[config.mk]
export PLATFORM = sky130hd
export DESIGN_NAME = mtm_alu_pkt_rx
export DESIGN_NICKNAME = d
export VERILOG_FILES = /design/src/rtl/mtm_alu_pkt_rx.sv
export SDC_FILE = /design/constraint.sdc
export NUM_CORES = 1
export LEC_CHECK = 0
export BUFFER_PORTS_ARGS = -buffer_cell sky130_fd_sc_hd__buf_4
export CORE_MARGIN = 5
export CORE_UTILIZATION = 52
export DETAILED_ROUTE_END_ITERATION = 12
export PLACE_DENSITY_LB_ADDON = 0.25
export SLEW_MARGIN = 0
export SYNTH_ARGS = -nofsm -noshare
export SYNTH_HDL_FRONTEND = slang
export SYNTH_SLANG_ARGS = --single-unit
[constraint.sdc]
create_clock -name clk -period 4.7 [get_ports clk]
set_input_delay 0.705 -clock clk [delete_from_list [all_inputs] [get_ports clk]]
set_output_delay 0.705 -clock clk [all_outputs]
set_load 0.005 [all_outputs]
[src/rtl/mtm_alu_pkt_rx.sv]
// Serial frame receiver for the MTM ALU: collects DATA bytes into operands and emits a result on CTL.
// Define MTM_ALU_PKT_RX_CRC_EN to build the CRC-4 check on the CTL byte.
module mtm_alu_pkt_rx #(
  parameter int unsigned DATA_W = 32,
  parameter int unsigned N_OPS  = 2
) (
  input  logic                      clk,
  input  logic                      rst,
  input  logic                      sin,
  output logic [N_OPS*DATA_W-1:0]   op_data,
  output logic [2:0]                op_code,
  output logic [1:0]                err_flags,
  output logic                      out_valid,
  input  logic                      out_ready,
  output logic [7:0]                ovr_cnt
);

  localparam int unsigned W  = N_OPS * DATA_W;
  localparam int unsigned NB = W / 8;
  localparam int unsigned CW = $clog2(NB + 2);

  typedef enum logic [1:0] {StIdle, StType, StPayload, StStop} state_e;

  state_e          state_q, state_d;
  logic [2:0]      bit_cnt_q, bit_cnt_d;
  logic            is_ctl_q, is_ctl_d;
  logic [7:0]      byte_q, byte_d;
  logic            hold_q, hold_d;
  logic [CW-1:0]   byte_cnt_q, byte_cnt_d;
  logic [W-1:0]    shift_q, shift_d;

  logic            res_vld;
  logic [W-1:0]    res_data;
  logic [2:0]      res_code;
  logic [1:0]      res_err;

`ifdef MTM_ALU_PKT_RX_CRC_EN
  logic [3:0]      crc_q, crc_d;

  // Serial CRC-4, x^4+x+1, one message bit per step.
  function automatic logic [3:0] crc_bit(input logic [3:0] c, input logic b);
    logic fb;
    fb = c[3] ^ b;
    return {c[2:1], c[0] ^ fb, fb};
  endfunction

  function automatic logic [3:0] crc_bits(input logic [3:0] c, input logic [7:0] v,
                                          input int unsigned n);
    logic [3:0] r;
    r = c;
    for (int i = 7; i >= 0; i--) begin
      if (i < int'(n)) r = crc_bit(r, v[i]);
    end
    return r;
  endfunction
`endif

  always_comb begin
    state_d    = state_q;
    bit_cnt_d  = bit_cnt_q;
    is_ctl_d   = is_ctl_q;
    byte_d     = byte_q;
    hold_d     = hold_q;
    byte_cnt_d = byte_cnt_q;
    shift_d    = shift_q;
`ifdef MTM_ALU_PKT_RX_CRC_EN
    crc_d      = crc_q;
`endif
    res_vld    = 1'b0;
    res_data   = '0;
    res_code   = '0;
    res_err    = '0;
    case (state_q)
      StIdle: begin
        // After an aborted frame a start bit is only honoured once sin has been high.
        if (sin) hold_d = 1'b0;
        else if (!hold_q) state_d = StType;
      end
      StType: begin
        is_ctl_d  = sin;
        bit_cnt_d = '0;
        state_d   = StPayload;
      end
      StPayload: begin
        byte_d    = {byte_q[6:0], sin};
        bit_cnt_d = bit_cnt_q + 3'd1;
        if (bit_cnt_q == 3'd7) state_d = StStop;
      end
      StStop: begin
        state_d = StIdle;
        if (!sin) begin
          hold_d     = 1'b1;
          byte_cnt_d = '0;
          shift_d    = '0;
`ifdef MTM_ALU_PKT_RX_CRC_EN
          crc_d      = '0;
`endif
        end else if (!is_ctl_q) begin
          shift_d = (shift_q << 8) | W'(byte_q);
          if (byte_cnt_q != CW'(NB + 1)) byte_cnt_d = byte_cnt_q + CW'(1);
`ifdef MTM_ALU_PKT_RX_CRC_EN
          crc_d = crc_bits(crc_q, byte_q, 8);
`endif
        end else begin
          res_vld = 1'b1;
          if (byte_cnt_q != CW'(NB) || byte_q[7]) begin
            res_err = 2'b10;
`ifdef MTM_ALU_PKT_RX_CRC_EN
          end else if (crc_bits(crc_q, {1'b0, byte_q[6:4], 4'h0}, 7) != byte_q[3:0]) begin
            res_err = 2'b01;
`endif
          end else begin
            res_data = shift_q;
            res_code = byte_q[6:4];
          end
          byte_cnt_d = '0;
          shift_d    = '0;
`ifdef MTM_ALU_PKT_RX_CRC_EN
          crc_d      = '0;
`endif
        end
      end
      default: state_d = StIdle;
    endcase
  end

  always_ff @(posedge clk or posedge rst) begin
    if (rst) begin
      state_q    <= StIdle;
      bit_cnt_q  <= '0;
      is_ctl_q   <= 1'b0;
      byte_q     <= '0;
      hold_q     <= 1'b0;
      byte_cnt_q <= '0;
      shift_q    <= '0;
`ifdef MTM_ALU_PKT_RX_CRC_EN
      crc_q      <= '0;
`endif
    end else begin
      state_q    <= state_d;
      bit_cnt_q  <= bit_cnt_d;
      is_ctl_q   <= is_ctl_d;
      byte_q     <= byte_d;
      hold_q     <= hold_d;
      byte_cnt_q <= byte_cnt_d;
      shift_q    <= shift_d;
`ifdef MTM_ALU_PKT_RX_CRC_EN
      crc_q      <= crc_d;
`endif
    end
  end

  // A result arriving while the previous one is still unaccepted is dropped and counted.
  always_ff @(posedge clk or posedge rst) begin
    if (rst) begin
      op_data   <= '0;
      op_code   <= '0;
      err_flags <= '0;
      out_valid <= 1'b0;
      ovr_cnt   <= '0;
    end else if (res_vld) begin
      if (out_valid && !out_ready) begin
        if (ovr_cnt != 8'hff) ovr_cnt <= ovr_cnt + 8'd1;
      end else begin
        op_data   <= res_data;
        op_code   <= res_code;
        err_flags <= res_err;
        out_valid <= 1'b1;
      end
    end else if (out_ready) begin
      out_valid <= 1'b0;
    end
  end

endmodule
# Word-level counts from Yosys, hierarchy flattened
# Index checks and enable logic that the tools add are counted.
[classes]
add_sub_neg = 3
n_eq_ne = 14
n_mux = 31
bitwise = 2
reduce_logical = 13
[ops]
columns = ["cell", "count"]
rows = [
  ["$mux W64", 6],
  ["$or A64 B8 Y64", 1],
  ["$mux W2", 7],
  ["$mux W3", 4],
  ["$mux W4", 3],
  ["$ne A2 B2 Y1 const B", 6],
  ["$reduce_and A3 Y1", 3],
  ["$add A8 B1 Y8 const B", 1],
  ["$mux W1", 8],
  ["$ne A4 B4 Y1 const B", 2],
  ["$ne A8 B8 Y1 const B", 1],
  ["$pmux W2 S4", 1],
  ["$pmux W3 S2", 1],
  ["$reduce_and A2 Y1", 3],
  ["$reduce_bool A2 Y1", 3],
  ["$add A4 B1 Y4 const B", 1],
  ["$eq A2 B2 Y1 const B", 2],
  ["$add A3 B1 Y3 const B", 1],
  ["$eq A3 B3 Y1 const B", 1],
  ["$ne A3 B1 Y1 const B", 1],
  ["$eq A2 B1 Y1 const B", 1],
  ["$logic_not A2 Y1", 1],
  ["$pmux W1 S2", 1],
  ["$logic_and A1 B1 Y1", 1],
  ["3 further kinds", 3],
]
[word_totals]
regBits = 161
in_bits = 4
output_inout_bits = 78
wordCells = 75

# Depth between registers and ports, before layout
# Gate-level depths: netlist of the first run.
[depth]
ltp_word = 6
mapped_depth = 9
depth_no_buf = 6

# Least setup slack after synthesis of the first run
# No wires, ideal clock.
[synth_path]
path_type = "input-to-reg"
from = "in out_ready"
to = "reg ovr_cnt[1]"
arrival_time_ns = 1.517
t_required_ns = 4.572
path_slack_ns = 3.055
cell_stages = 4
n_path_buf = 0
path_cell_list = "nand2b_1 -> nor2_1 -> and2_1 -> mux2_1"
[synth_between]
elab_chain_len = 3
[synth_lines]
columns = ["item", "line", "source"]
rows = [
  ["from (decl)", "14", "input logic out_ready,"],
  ["$logic_not A1 Y1", "162", "if (out_valid && !out_ready) begin"],
  ["$logic_and A1 B1 Y1", "162", ""],
  ["$reduce_and A3 Y1 (no line)", "n/a", ""],
  ["to (signal assigned)", "163", "if (ovr_cnt != 8'hff) ovr_cnt <= ovr_cnt + 8'd1;"],
  ["to (decl)", "15", "output logic [7:0] ovr_cnt"],
]
# Every way passes these cells.
# A chain may end at the register's enable or synchronous reset.

# Worst setup path in the final report of the first run
[layout_path]
from = "reg state_q[0]"
to = "reg byte_cnt_q[0]"
[layout_between]
elab_chain_len = 2
[layout_lines]
columns = ["item", "line", "source"]
rows = [
  ["from (decl)", "24", "state_e state_q, state_d;"],
  ["from (signal assigned)", "129", "state_q <= StIdle;"],
  ["from (signal assigned)", "140", "state_q <= state_d;"],
  ["$eq A2 B2 Y1", "73", "case (state_q)"],
  ["$reduce_and A2 Y1 (no line)", "n/a", ""],
  ["to (signal assigned)", "145", "byte_cnt_q <= byte_cnt_d;"],
  ["to (decl)", "29", "logic [CW-1:0] byte_cnt_q, byte_cnt_d;"],
]
# Every way passes these cells.

==> results of run 1 <==
critical path: stages, from the launching register on:
cell     delay [ns]
dfrtp_1        0.44
ha_4           0.17
buf_4          0.87
o21ai_0        0.29
mux2_2         0.34
final cells by class:
type	instances	area [sq um]
fillers	1061	4620
flip-flops and latches	160	4000
multi-input cells	409	2140
repair buffers	86	658
clock buffers	22	464
inverters	74	282
well taps	172	215
clock inverters	10	183
cells in the final DEF (no fill, tap or decap), drive strengths merged, types with 2 or more instances in the layout:
cell type and count:
ha 11, nand3 7, bufinv 5, a21oi 2, xnor2 3, and3 3, o21ai 77, buf 86
nor2 3, clkinv 2, clkbuf 22, clkinvlp 4, dfrtp 160, nand2 203, inv 73, and2 2
xor2 2, o22ai 64, nand4 3, nand2b 5, mux2 14
through the flow:
step	power [mW]	cells	hold WS (ns)	cell area (sq um)	worst slack [ns]
detailed placement	2.30	901	0.473	7300	2.17
finish	3.78	933	0.480	7950	2.48
global route	3.97	933	0.513	7950	2.22
global placement	2.27	901	0.465	7300	2.23
CTS	3.80	933	0.485	7950	2.45
floorplan	2.18	690	0.473	6640	1.97
path summary, 6_finish.rpt:
check	slack (ns)	cells after the start	endpoint	from
worst max-delay path	2.48	4	byte_cnt_q[0]	state_q[0]
worst min-delay path	0.48	2	op_data[62]	op_data[62]
worst max register to register	2.48	4	byte_cnt_q[0]	state_q[0]
worst min register to register	0.48	2	op_data[62]	op_data[62]
max in group asynchronous	3.19	3	op_data[0]	rst
min in group asynchronous	0.52	2	op_data[21]	rst
power by group through the flow:
stage / clock network, mW / logic (mW) / registers, mW
2_1_floorplan: 0 / 0.565 / 1.62
3_3_place_gp: 0 / 0.625 / 1.65
3_5_place_dp: 0 / 0.648 / 1.66
4_1_cts: 1.52 / 0.653 / 1.63
5_1_grt: 1.58 / 0.737 / 1.65
6_report: 1.50 / 0.650 / 1.63
registers in the layout, indices dropped and copies added (netlist names):
name and count:
byte_q 8, ovr_cnt 8, is_ctl_q 1, state_q 2, byte_cnt_q 4, bit_cnt_q 3
shift_q 64, op_data 64, hold_q 1, err_flags 1, op_code 3, out_valid 1
metal layers:
layer	track usage	vias to the layer above
met5	0	-
met4	0.0706	0
met2	0.296	84
met1	0.258	2316
li1	-	2358
met3	0.0480	19
cells in the mapped netlist (all sizes together) (2+ instances only):
| cell | number | area [sq um] |
|---|---|---|
| o21ai | 77 | 385 |
| buf | 19 | 135 |
| nand2 | 203 | 762 |
| nand3 | 7 | 40.0 |
| dfrtp | 160 | 4000 |
| a21oi | 2 | 10.0 |
| mux2 | 14 | 158 |
| xnor2 | 3 | 26.3 |
| clkbuf | 28 | 105 |
| and2 | 2 | 12.5 |
| ha | 11 | 138 |
| xor2 | 2 | 17.5 |
| nand4 | 3 | 18.8 |
| inv | 74 | 278 |
| o22ai | 64 | 400 |
| nand2b | 5 | 31.3 |
| and3 | 3 | 18.8 |
| nor2 | 3 | 11.3 |
logic make-up (layout without fill, tap and decap cells):
family,count (synthesis),count (layout)
DFF,160,160
xor gates and xnor gates,5,5
buffers and inverters,121,192
AOI/OAI and AO/OA,146,146
adders and majority gates,11,11
muxes,14,14
and+or+nand+nor,232,232
other,1,1
==> results.md, run 1 <==
- Clock power share: 0.396
- Leak Pwr: 3.52 nW
- CTS H-tree lvls: 4
- Post-route minimum period: 2.22 ns
- Pint: 2.70 mW
- Power Density: 475 nW/um^2
- Setup violations, final: 0
- Total Routed Length: 13300 microns
- Fin nets: 763
- Sink Count: 160
- Num CTS Buffers: 17
- DRC Markers: 0
- Worst hold path class: register to register
- Register area share after synthesis: 0.603
- Max Slew Vio Count: 0
- Post-synth cell types: 34
- Detailed router's first-iteration violation count: 344
- Gpl congestion: 0.809
- Compound-Gate Fraction of Synth Area: 0.124
- # port buffers: 80
- Xor/xnor cell area share of the yosys netlist: 0.00660
- Initial core utilization: 0.528
- Combinational share of power: 0.172
- Post-Synth Adder-Cell Area: 0.0207
- Syn Inst Count: 690
- Prevailing post-synth register cell: dfrtp_1
- DR top layer: met4
- RSZ-0062 raised after global routing: no
- Net Sw Frac: 0.284
- Final core area utilization: 0.632
- Crit Path Max Fanout: 135
- Wire length on met1: 5950 microns
- Fin. Hold Viols: 0
- Tot GR Track Use: 0.189
- Peak supply drop: 0.532 mV
- Post-route ant nets: 0
- Die X: 123 microns
- Site Rows: 41
- CP endpoint kind: register
- Crit Path Category: register to register
- DP HPWL: 8490 microns
- First-pass GRT wire length: 22700 microns
- Core footprint: 12600 sq um
- Arrival time at the worst endpoint: 2.54 ns
- Initial antenna violation count: 0
- Share of layout cells above drive strength 1: 0.177
- Worst slew margin: 0.219
- Routed via count: 4777
- Post-cts resize count: 0
- Clk_skew: 0.00853 ns
- Setup total negative slack: 0 ns
- Setup bufs post-CTS: 0
- Post-synth EDFFs: 0
- Worst path required time: 5.01 ns
- Pin count of the biggest net entering global routing: 136
- Crit share post-route: 0.473
- Syn nets: 705
- Vias in the first global route: 4642
- Fraction of registers with async set/reset: 1.00
- Ant. Diodes: 0
- I/O pin count: 82
- Simple-Gate Fraction of Synth Area: 0.144
- Layout area overhead: 19.7%
- Avg Vias per Cell: 5.12
- Status: finished, final reports clean
- Hold buffers post-CTS: 0
- Synth Cell Area: 6640 sq um
- Reg clk slew, reported paths: 0.06 ns
- #FFs+latches synth: 160
- Slew at the pin with the worst max-slew slack: 1.17 ns
- Grt total ovfl: 0
- Clock root cell: clkbuf_16
- DR pass1 iterations: 4
- DIE AREA: 15100 sq um
- Part of the power in registers: 0.432
- Avg Cell Area, Syn: 9.62 sq um
- Met3 WL post-DR: 559 microns
- Critical path startpoint category: register
- Largest family of logic cells by synthesized area: simple AND/OR/NAND/NOR gates
- Routed met2 length: 6570 microns
- TritonCTS clock tree: built
- Routed len/inst: 14.2 microns
- Post-synthesis mux area share: 0.0237
- Max-cap violations: 0
- Syn. warnings: 0
- Sw power: 1.07 mW
- Maximum clock rate: 450 MHz
- CTS Buffer Depth: 2
- Die Y: 123 microns
- Worst skew pair latency: 0.42 ns
Power figures use the tool's default switching activity.
==> inputs of run 2 (changes only) <==
==> constraint.sdc (replaced) <==
create_clock -name clk -period 1.9 [get_ports clk]
set_input_delay 0.285 -clock clk [delete_from_list [all_inputs] [get_ports clk]]
set_output_delay 0.285 -clock clk [all_outputs]
set_load 0.005 [all_outputs]
==> run 2 against run 1 <==
Sequential share of layout area decreased by 0.78 points. Combinational power increased to 2.6 times the previous value. Sequential cell count unchanged. Hold slack got worse by 0.35 ns. Clock power increased by 140%. Non-clock buffer count increased by 6. Largest cell class unchanged. Highest routed layer unchanged.
==> results.md, run 2 (same netlist as run 1, synthesis figures left out) <==
- Status: finished, final reports clean
- Total Routed Length: 13300 microns
- Max Slew Vio Count: 0
- Layout area overhead: 21.6%
- Crit Path Category: register to register
- Initial antenna violation count: 0
- Site Rows: 41
- Max-cap violations: 0
- CP endpoint kind: register
- CTS H-tree lvls: 4
- Worst reg2reg startpoint: state_q[0]
- Reg clk slew, reported paths: 0.06 ns
- DRC Markers: 0
- Gpl congestion: 0.747
- First-pass GRT wire length: 22000 microns
- Fin. Hold Viols: 0
- Commonest non-fill, non-tap cell in the layout: nand2_1
- Largest regs: op_data (64), shift_q (64)
- Worst Setup EP: state_q[1]
- Setup bufs post-CTS: 0
- Clk_skew: 0.00726 ns
- Ant. Diodes: 0
- TritonCTS clock tree: built
- Worst Hold Depth: 2
- Leak Pwr: 3.59 nW
- DR pass1 iterations: 5
- Fin nets: 769
- Clock root cell: clkbuf_16
- Critical R2R Capture: state_q[1]
- Final Power: 9.41 mW
- Worst slew margin: 0.501
- CTS Buffer Depth: 2
- Sink Count: 160
- Maximum clock rate: 598 MHz
- Arrival time at the worst endpoint: 1.98 ns
- Worst hold path class: input port to register
- DP HPWL: 8660 microns
- Die Y: 123 microns
- Routed via count: 4819
- R2R cell count: 4
- Post-route ant nets: 0
- # port buffers: 80
- RSZ-0062 raised after global routing: no
- Slew at the pin with the worst max-slew slack: 0.749 ns
- Core footprint: 12600 sq um
- Tot GR Track Use: 0.184
- DIE AREA: 15100 sq um
- Setup violations, final: 0
- R2r setup slk: 0.23 ns
- Avg Vias per Cell: 5.13
- Initial core utilization: 0.528
- Share of layout cells above drive strength 1: 0.186
- Worst skew pair latency: 0.42 ns
- Detailed router's first-iteration violation count: 341
- Critical path startpoint category: register
- Worst setup path start: state_q[0]
- Crit Path Max Fanout: 13
- Most frequent cells in the layout: nand2_1 (203), dfrtp_1 (160), buf_4 (84)
- Grt total ovfl: 0
- Crit share post-route: 0.881
- Hold_ws: 0.134 ns
- I/O pin count: 82
- Die X: 123 microns
- Post-route minimum period: 1.67 ns
- Power Density: 1170 nW/um^2
- Setup total negative slack: 0 ns
- Peak supply drop: 0.622 mV
- Pin count of the biggest net entering global routing: 131
- Routed len/inst: 14.1 microns
- Vias in the first global route: 4562
- Num CTS Buffers: 17
- Worst path required time: 2.21 ns
==> run 2: cell types whose count changed in the layout (fill, tap and decap cells not counted), sizes merged <==
cell         before  now
clkinvlp          4    3
buf              86   91
clkinv            2    4
dlygate4sd3       0    1
bufinv            5    4
==> run 2: layout make-up <==
class / count / area [sq um]
well taps: 172 / 215
clock buffers: 22 / 494
fillers: 1028 / 4500
repair buffers: 92 / 781
inverters: 74 / 282
clock inverters: 10 / 155
flip-flops and latches: 160 / 4000
multi-input cells: 409 / 2140
==> run 2: repair_timing <==
item,CTS,global route
endpoints found under the hold margin,6,0
resized for setup,0,0
hold buffers,1,0
==> run 2: worst max-delay path: stages (launching register included) <==
cell,delay (ns)
dfrtp_1,0.44
inv_1,0.12
ha_1,0.40
a21oi_1,0.26
mux2_2,0.35
==> run 2: worst min-delay path by stage <==
stage	startpoint	end
2_1_floorplan	sin	hold_q
3_3_place_gp	rst	op_data[22]
3_5_place_dp	rst	op_data[22]
4_1_cts	sin	hold_q
5_1_grt	sin	hold_q
6_report	sin	hold_q
==> run 2: power breakdown <==
group	switching, mW	total (mW)	internal (mW)
combinational	1.08	1.71	0.626
sequential	0.301	4.04	3.74
clock	1.30	3.66	2.36
==> run 2: through the flow <==
step	std cells	cell area (sq um)	utilization	worst slack [ns]
global route	939	8070	0.642	0.122
floorplan	690	6640	-	-0.414
finish	939	8070	0.642	0.227
global placement	906	7410	0.590	0.325
CTS	939	8070	0.642	0.236
detailed placement	906	7410	0.590	0.246
==> run 2: layer usage <==
| layer | track usage | up-vias | share of wire |
|---|---|---|---|
| li1 | - | 2372 | - |
| met4 | 0.0727 | 0 | 0.014 |
| met1 | 0.256 | 2326 | 0.46 |
| met3 | 0.0425 | 21 | 0.038 |
| met5 | 0 | - | 0 |
| met2 | 0.282 | 100 | 0.48 |
